--- config.mk ---
export PLATFORM = sky130hd
export DESIGN_NAME = coinc_acq_sequencer
export DESIGN_NICKNAME = d
export VERILOG_FILES = /design/src/rtl/coinc_acq_sequencer.sv
export SDC_FILE = /design/constraint.sdc
export NUM_CORES = 1
export LEC_CHECK = 0
export ABC_CLOCK_PERIOD_IN_PS = 4100
export BUFFER_PORTS_ARGS = -buffer_cell sky130_fd_sc_hd__buf_2
export CELL_PAD_IN_SITES_DETAIL_PLACEMENT = 1
export CELL_PAD_IN_SITES_GLOBAL_PLACEMENT = 1
export CORE_ASPECT_RATIO = 0.6
export CORE_MARGIN = 5
export CORE_UTILIZATION = 36
export CTS_CLUSTER_SIZE = 24
export DETAILED_ROUTE_END_ITERATION = 8
export PLACE_DENSITY = 0.85
export RECOVER_POWER = 25
export SYNTH_ARGS = -nofsm -noshare
export SYNTH_HDL_FRONTEND = slang
export SYNTH_SLANG_ARGS = --single-unit
--- constraint.sdc ---
create_clock -name clk -period 4.1 [get_ports clk]
set_input_delay 0.41 -clock clk [delete_from_list [all_inputs] [get_ports clk]]
set_output_delay 0.41 -clock clk [all_outputs]
set_load 0.02 [all_outputs]
--- src/rtl/coinc_acq_sequencer.sv ---
// coinc_acq_sequencer: sequences the coincidence counter bank through timed
// acquisition windows (arm, count, snapshot) and streams each 512-bit snapshot
// out as WORD_W-bit words over a valid/ready handshake.
// Optional feature macro: COINC_FRAME_HEADER_EN (prefixes each frame with a
// {8'hC0, 8'h00, seq[15:0]} header word).
module coinc_acq_sequencer #(
    parameter int unsigned GATE_W = 32,
    parameter int unsigned NWORDS = 16,
    parameter int unsigned WORD_W = 32
) (
    input  logic                     clk,
    input  logic                     clear,
    input  logic                     start,
    input  logic                     stop,
    input  logic                     continuous,
    input  logic [GATE_W-1:0]        gate_len,
    input  logic [NWORDS*WORD_W-1:0] stats,
    output logic                     cnt_enable,
    output logic                     cnt_clear,
    output logic [WORD_W-1:0]        out_data,
    output logic                     out_valid,
    input  logic                     out_ready,
    output logic                     out_last,
    output logic                     busy,
    output logic                     overrun
);

`ifdef COINC_FRAME_HEADER_EN
    localparam int unsigned HDR_WORDS = 1;
`else
    localparam int unsigned HDR_WORDS = 0;
`endif
    localparam int unsigned FRAME_WORDS = NWORDS + HDR_WORDS;
    localparam int unsigned FRAME_W     = FRAME_WORDS * WORD_W;
    localparam int unsigned IDX_W       = $clog2(FRAME_WORDS);

    typedef enum logic [1:0] {
        S_IDLE  = 2'd0,
        S_ARM   = 2'd1,
        S_COUNT = 2'd2,
        S_SNAP  = 2'd3
    } state_t;

    state_t              state_q, state_d;
    logic [GATE_W-1:0]   gate_q, gate_d;
    logic [GATE_W-1:0]   timer_q, timer_d;
    logic                cnt_enable_q, cnt_enable_d;
    logic                cnt_clear_q, cnt_clear_d;
    logic                busy_q, busy_d;
    logic                overrun_q, overrun_d;
    logic [FRAME_W-1:0]  frame_q, frame_d;
    logic                valid_q, valid_d;
    logic                last_q, last_d;
    logic [IDX_W-1:0]    idx_q, idx_d;
    logic                capture;
    logic                handshake;
    logic                ser_free;
`ifdef COINC_FRAME_HEADER_EN
    logic [15:0]         seq_q, seq_d;
`endif

    // Acquisition FSM next state, window timer and overrun flag
    always_comb begin
        state_d   = state_q;
        gate_d    = gate_q;
        timer_d   = timer_q;
        overrun_d = overrun_q;
        capture   = 1'b0;
        handshake = valid_q && out_ready;
        // A last-word handshake in the SNAP cycle frees the shadow in time
        ser_free  = !valid_q || (handshake && last_q);

        if (stop && (state_q != S_IDLE)) begin
            state_d = S_IDLE;
        end else begin
            case (state_q)
                S_IDLE: begin
                    if (start) begin
                        state_d   = S_ARM;
                        gate_d    = gate_len;
                        overrun_d = 1'b0;
                    end
                end
                S_ARM: begin
                    timer_d = gate_q - GATE_W'(2);
                    state_d = (gate_q <= GATE_W'(1)) ? S_SNAP : S_COUNT;
                end
                S_COUNT: begin
                    if (timer_q == '0) begin
                        state_d = S_SNAP;
                    end else begin
                        timer_d = timer_q - GATE_W'(1);
                    end
                end
                S_SNAP: begin
                    if (ser_free) begin
                        capture = 1'b1;
                    end else begin
                        overrun_d = 1'b1;
                    end
                    state_d = continuous ? S_ARM : S_IDLE;
                end
                default: state_d = S_IDLE;
            endcase
        end

        cnt_enable_d = (state_d == S_ARM) || (state_d == S_COUNT);
        cnt_clear_d  = (state_d == S_ARM);
        busy_d       = (state_d != S_IDLE);
    end

    // Snapshot shadow / serializer: shifts one word down per handshake
    always_comb begin
        frame_d = frame_q;
        valid_d = valid_q;
        last_d  = last_q;
        idx_d   = idx_q;
`ifdef COINC_FRAME_HEADER_EN
        seq_d   = seq_q;
`endif
        if (capture) begin
`ifdef COINC_FRAME_HEADER_EN
            frame_d = {stats, WORD_W'({8'hC0, 8'h00, seq_q})};
            seq_d   = seq_q + 16'd1;
`else
            frame_d = stats;
`endif
            valid_d = 1'b1;
            idx_d   = '0;
            last_d  = 1'b0;
        end else if (handshake) begin
            if (last_q) begin
                valid_d = 1'b0;
                last_d  = 1'b0;
                idx_d   = '0;
            end else begin
                frame_d = frame_q >> WORD_W;
                idx_d   = idx_q + IDX_W'(1);
                last_d  = (idx_q == IDX_W'(FRAME_WORDS - 2));
            end
        end
    end

    // State and output registers with synchronous clear
    always_ff @(posedge clk) begin
        if (clear) begin
            state_q      <= S_IDLE;
            gate_q       <= '0;
            timer_q      <= '0;
            cnt_enable_q <= 1'b0;
            cnt_clear_q  <= 1'b0;
            busy_q       <= 1'b0;
            overrun_q    <= 1'b0;
            frame_q      <= '0;
            valid_q      <= 1'b0;
            last_q       <= 1'b0;
            idx_q        <= '0;
`ifdef COINC_FRAME_HEADER_EN
            seq_q        <= '0;
`endif
        end else begin
            state_q      <= state_d;
            gate_q       <= gate_d;
            timer_q      <= timer_d;
            cnt_enable_q <= cnt_enable_d;
            cnt_clear_q  <= cnt_clear_d;
            busy_q       <= busy_d;
            overrun_q    <= overrun_d;
            frame_q      <= frame_d;
            valid_q      <= valid_d;
            last_q       <= last_d;
            idx_q        <= idx_d;
`ifdef COINC_FRAME_HEADER_EN
            seq_q        <= seq_d;
`endif
        end
    end

    assign cnt_enable = cnt_enable_q;
    assign cnt_clear  = cnt_clear_q;
    assign busy       = busy_q;
    assign overrun    = overrun_q;
    assign out_data   = frame_q[WORD_W-1:0];
    assign out_valid  = valid_q;
    assign out_last   = last_q;

endmodule

# == After elaboration in Yosys (flattened, before gate mapping) ==
# Cells that the tools add are included.
# totals
regBits,588
inputBits,550
# classes
addsub,3
magnitude_cmp,1
eq_ne,10
muxes,22
bitwise,1
reduce_logical,20
# op_table
operator,n
two-way mux 512 bit,3
one-hot mux 32 bit (2 select lines),1
"less-or-equal comparator 32 x 1 -> 1 bit, second input constant",1
zero test 32 bit,1
two-way mux 32 bit,1
"subtractor 32 x 1 -> 32 bit, second input constant",1
"subtractor 32 x 2 -> 32 bit, second input constant",1
nonzero test 2 bit,6
two-way mux 1 bit,11
one-hot mux 2 bit (4 select lines),1
"== test 2 bit, second input constant",3
two-way mux 2 bit,3
"inequality test 2 bit, second input constant",3
AND reduction 3 bit,2
"adder 4 x 1 -> 4 bit, second input constant",1
"== test 2 x 1 -> 1 bit, second input constant",2
"== test 4 bit, second input constant",1
two-way mux 4 bit,1
AND reduction 2 bit,2
AND reduction 4 bit,1
logical AND 1 bit,3
zero test 2 bit,1
logical OR 1 bit,2
"inequality test 2 x 1 -> 1 bit, second input constant",1
4 further kinds,4

# == Depth between registers and ports, before layout ==
# depth
depth_word,8
ltp_mapped,10
ltp_nobuf,10

# == Worst setup path before layout ==
# No wires, ideal clock.
# synth_path
kind,flip-flop to flip-flop
from,register timer_q[0]
to,register timer_q[31]
arrival_ns,2.468
required_ns,3.968
slack_ns,1.500
stages_incl_launch_ff,11
n_path_buf,2
cell_sequence,dfxtp_1 > inv_1 > ha_1 > nor4b_2 > nand4_1 > or4_1 > and2_1 > clkbuf_1 > buf_2 > a32oi_1 > o311ai_1
# synth_between
elab_chain_len,3
word_cells_on_any_way,6
classes_between,add/sub: 1; eq/ne: 1; mux: 2; reduce/logical: 2
# synth_rtl
item,line,rtl
from (decl),46,"logic [GATE_W-1:0] timer_q, timer_d;"
from (signal assigned),164,timer_q <= timer_d;
subtractor 32 x 1 -> 32 bit / zero test 32 bit (equally long branches),"92, 89",
two-way mux 32 bit / inequality test 2 bit (equally long branches),-,
one-hot mux 32 bit (2 select lines) / AND reduction 3 bit (equally long branches),-,
# Parallel ways exist; a longest one is shown, timed or not. The select of a mux whose other input is x is not followed.
# A chain may end at the register's enable or synchronous reset.

# == Worst setup path after layout ==
# layout_path
from,register state_q[0]
to,register frame_q[447]
# layout_between
elab_chain_len,5
word_cells_on_any_way,9
classes_between,eq/ne: 2; mux: 3; reduce/logical: 4
# layout_rtl
item,line,rtl
from (decl),44,"state_t state_q, state_d;"
from (signal assigned),162,state_q <= state_d;
== test 2 bit / nonzero test 2 bit (equally long branches),"76, 73",
two-way mux 1 bit / logical AND 1 bit (equally long branches),"76, 73",
two-way mux 1 bit *,73,if (stop && (state_q != S_IDLE)) begin
inequality test 2 x 1 -> 1 bit (no source line) / nonzero test 2 bit (equally long branches),-,
AND reduction 2 bit (no source line),-,
to (signal assigned),169,frame_q <= frame_d;
to (decl),51,"logic [FRAME_W-1:0] frame_q, frame_d;"
# Mark *: on every way between the ends. The rest lies on a longest branch, timed or not.

==> flow_metrics.py <==
metrics = {
    "run_status": {
        "status": "complete, but fails checks",
        "violations": "capacitance limit, slew limit",
    },
    "placed_design": {
        "place_congestion": 0.905,
        "dpl.hpwl_um": 66200,
        "pre_cts_slack_ns": 1.22,
        "place_inst": 4149,
        "port_buffers": 587,
    },
    "grt": {
        "grt_pass1_vias": 24000,
        "grt_pass1_wl_um": 141000,
        "grt_max_degree": 220,
        "grt_antenna_before_repair": 53,
        "grt_remaining_overflow": 0,
        "grt_usage": 0.246,
    },
    "clock_tree": {
        "cts_buffers": 57,
        "cts_hold_buf": 43,
        "clk_pin_slew_ns": 0.06,
        "cts_sinks": 588,
        "post_cts_buffers": 0,
        "clk_latency_ns": 0.63,
        "root_buffer": "clkbuf_16",
        "htree_levels": 2,
        "cts-resized-gates": 0,
        "cts_tree": "built",
        "cts_buffer_depth": 3,
    },
    "synthesis": {
        "synth_nets": 3484,
        "synth_area_um2": 24000,
        "async_reset_ff_frac": 0,
        "avgSynthCellArea_um2": 8.21,
        "postSynthCellCount": 2924,
        "ys_seq_elements": 588,
        "seq_area_frac_synth": 0.491,
        "yosys.cell_types.count": 53,
        "yosys_warnings": 0,
        "synth_edf_count": 0,
        "ys.flop_type": "dfxtp_1",
    },
    "sta": {
        "grt_setup_unrepaired": "no",
        "hold_viol_final": 0,
        "maxSlewHeadroom": -0.107,
        "fin_skew_ns": 0.0204,
        "max_freq_mhz": 297,
        "fin_ws_ns": 0.737,
        "maxSlewViolCount": 162,
        "tns_ns": 0,
        "fin_crit_ns": 3.36,
        "tightest_slew_ns": 1.66,
        "period_share": 0.820,
        "final-setup-viol-count": 0,
    },
    "final_layout": {
        "final_cell_mix": "nand2_1 (651), dfxtp_1 (588), a21oi_1 (551), buf_2 (548), a22oi_1 (447)",
        "fin_nets": 3911,
        "layout_commonest_cell": "nand2_1",
        "layout.cells.non_filler": 4326,
        "area_growth_pct": 23.5,
        "fillers": 8112,
        "drive_gt1_frac": 0.203,
    },
    "pwr": {
        "power_density_nw_per_um2": 555,
        "irDropWorstVdd_mv": 0.295,
        "power_mw": 16.4,
        "leakage_nw": 10.3,
    },
    "worst_setup_path": {
        "crit-reg2reg-launch": "state_q[0]",
        "endpoint_kind": "flip-flop",
        "start_kind": "flip-flop",
        "worstSetupPathType": "reg2reg",
        "cp-startpoint": "state_q[0]",
        "cp.required_ns": 4.63,
        "cp.arrival_ns": 3.89,
        "cp_max_fo": 125,
    },
    "job": {
        "cap_violations": 2,
    },
    "drt": {
        "drc": 0,
        "wl_per_cell_um": 21.9,
        "ant_nets": 0,
        "drtPass1Iterations": 6,
        "vias_per_cell": 5.57,
        "vias": 24100,
        "wl_um": 94600,
        "drt_iter0_markers": 2107,
    },
    "die": {
        "chipHeight_um": 210,
        "start_util": 0.363,
        "ioPinCount": 588,
        "core_um2": 66100,
        "design.die.area_um2": 72100,
        "die_x_um": 343,
        "rows": 73,
    },
    "worst_hold_path": {
        "min_from": "gate_len[15]",
        "worstHoldPathType": "in2reg",
    },
}
## state kept, by name, indices dropped and copies added, names as in the netlist
name	cells
cnt_enable	1
frame_q	512
timer_q	32
out_valid	1
gate_q	32
busy	1
overrun	1
state_q	2
cnt_clear	1
out_last	1
idx_q	4
## critical path: stages, from the launching register on
cell and delay [ns]:
dfxtp_1 0.36, inv_1 0.11, ha_1 0.22, nand2b_1 0.33
and3_1 0.42, clkbuf_4 1.14, a22oi_1 0.39, a21oi_1 0.22
## Yosys cell counts, types with 8 or more instances
master / n / area, um^2
nor2_1: 65 / 244
nor4_1: 15 / 93.8
nor3_1: 32 / 160
a22oi_1: 447 / 3360
buf_1: 8 / 30.0
or4_1: 10 / 75.1
clkbuf_1: 257 / 965
o211ai_1: 10 / 75.1
buf_4: 32 / 240
or3_1: 8 / 50.1
ha_1: 10 / 125
nand2_1: 651 / 2440
nand3_1: 44 / 220
o21ai_0: 41 / 205
a311oi_1: 33 / 289
a21oi_1: 551 / 2760
inv_1: 15 / 56.3
xor2_1: 19 / 166
dfxtp_1: 588 / 11800
## metrics by stage
| step | hold WS (ns) | instance area [um^2] | util |
|---|---|---|---|
| floorplan | 0.436 | 24000 | - |
| global route | 0.0183 | 29600 | 0.448 |
| global placement | 0.441 | 27300 | 0.414 |
| CTS | 0.000302 | 29600 | 0.448 |
| finish | 0.0395 | 29600 | 0.448 |
| detailed placement | 0.446 | 27300 | 0.414 |
## power by group
part	switching, mW	leakage (nW)	internal [mW]
clock network	2.41	0.918	2.99
logic	2.78	4.64	1.45
registers	0.489	4.75	6.31
## cells by family (layout without fill, tap and decap cells)
group | Yosys count | count (layout) | share of synthesized area
compound gates | 1123 | 1123 | 0.292
simple gates | 860 | 860 | 0.148
flops | 588 | 588 | 0.491
buf+inv | 317 | 789 | 0.0548
xor+xnor | 25 | 25 | 0.00912
fa+ha+maj | 10 | 10 | 0.00521
mux | 1 | 1 | 0.000469
other cells | 0 | 30 | 0
## area by class of cell
type	count	area [um^2]	share of cell area
inverters	15	56.3	0.00190
diodes	30	75.1	0.00253
flip-flops and latches	588	11800	0.397
clock buffers	79	1600	0.0540
multi-input cells	2019	10900	0.369
well taps	900	1130	0.0380
clock inverters	25	267	0.00899
repair buffers	670	3810	0.129
## metal layers
metal	GRT usage	up-vias	share of wire
li1	-	11300	-
met1	0.331	11800	0.43
met3	0.0587	169	0.073
met4	0.0709	34	0.026
met2	0.394	759	0.46
met5	0	-	0.0022
## final timing paths
check                      end  slack (ns)  depth (start not counted)
hold reg to reg   frame_q[171]        0.45                          2
setup reg to reg  frame_q[447]        0.74                          7
hold / removal      gate_q[15]        0.04                          3
setup / recovery  frame_q[447]        0.74                          7
Power figures use the tool's default switching activity.
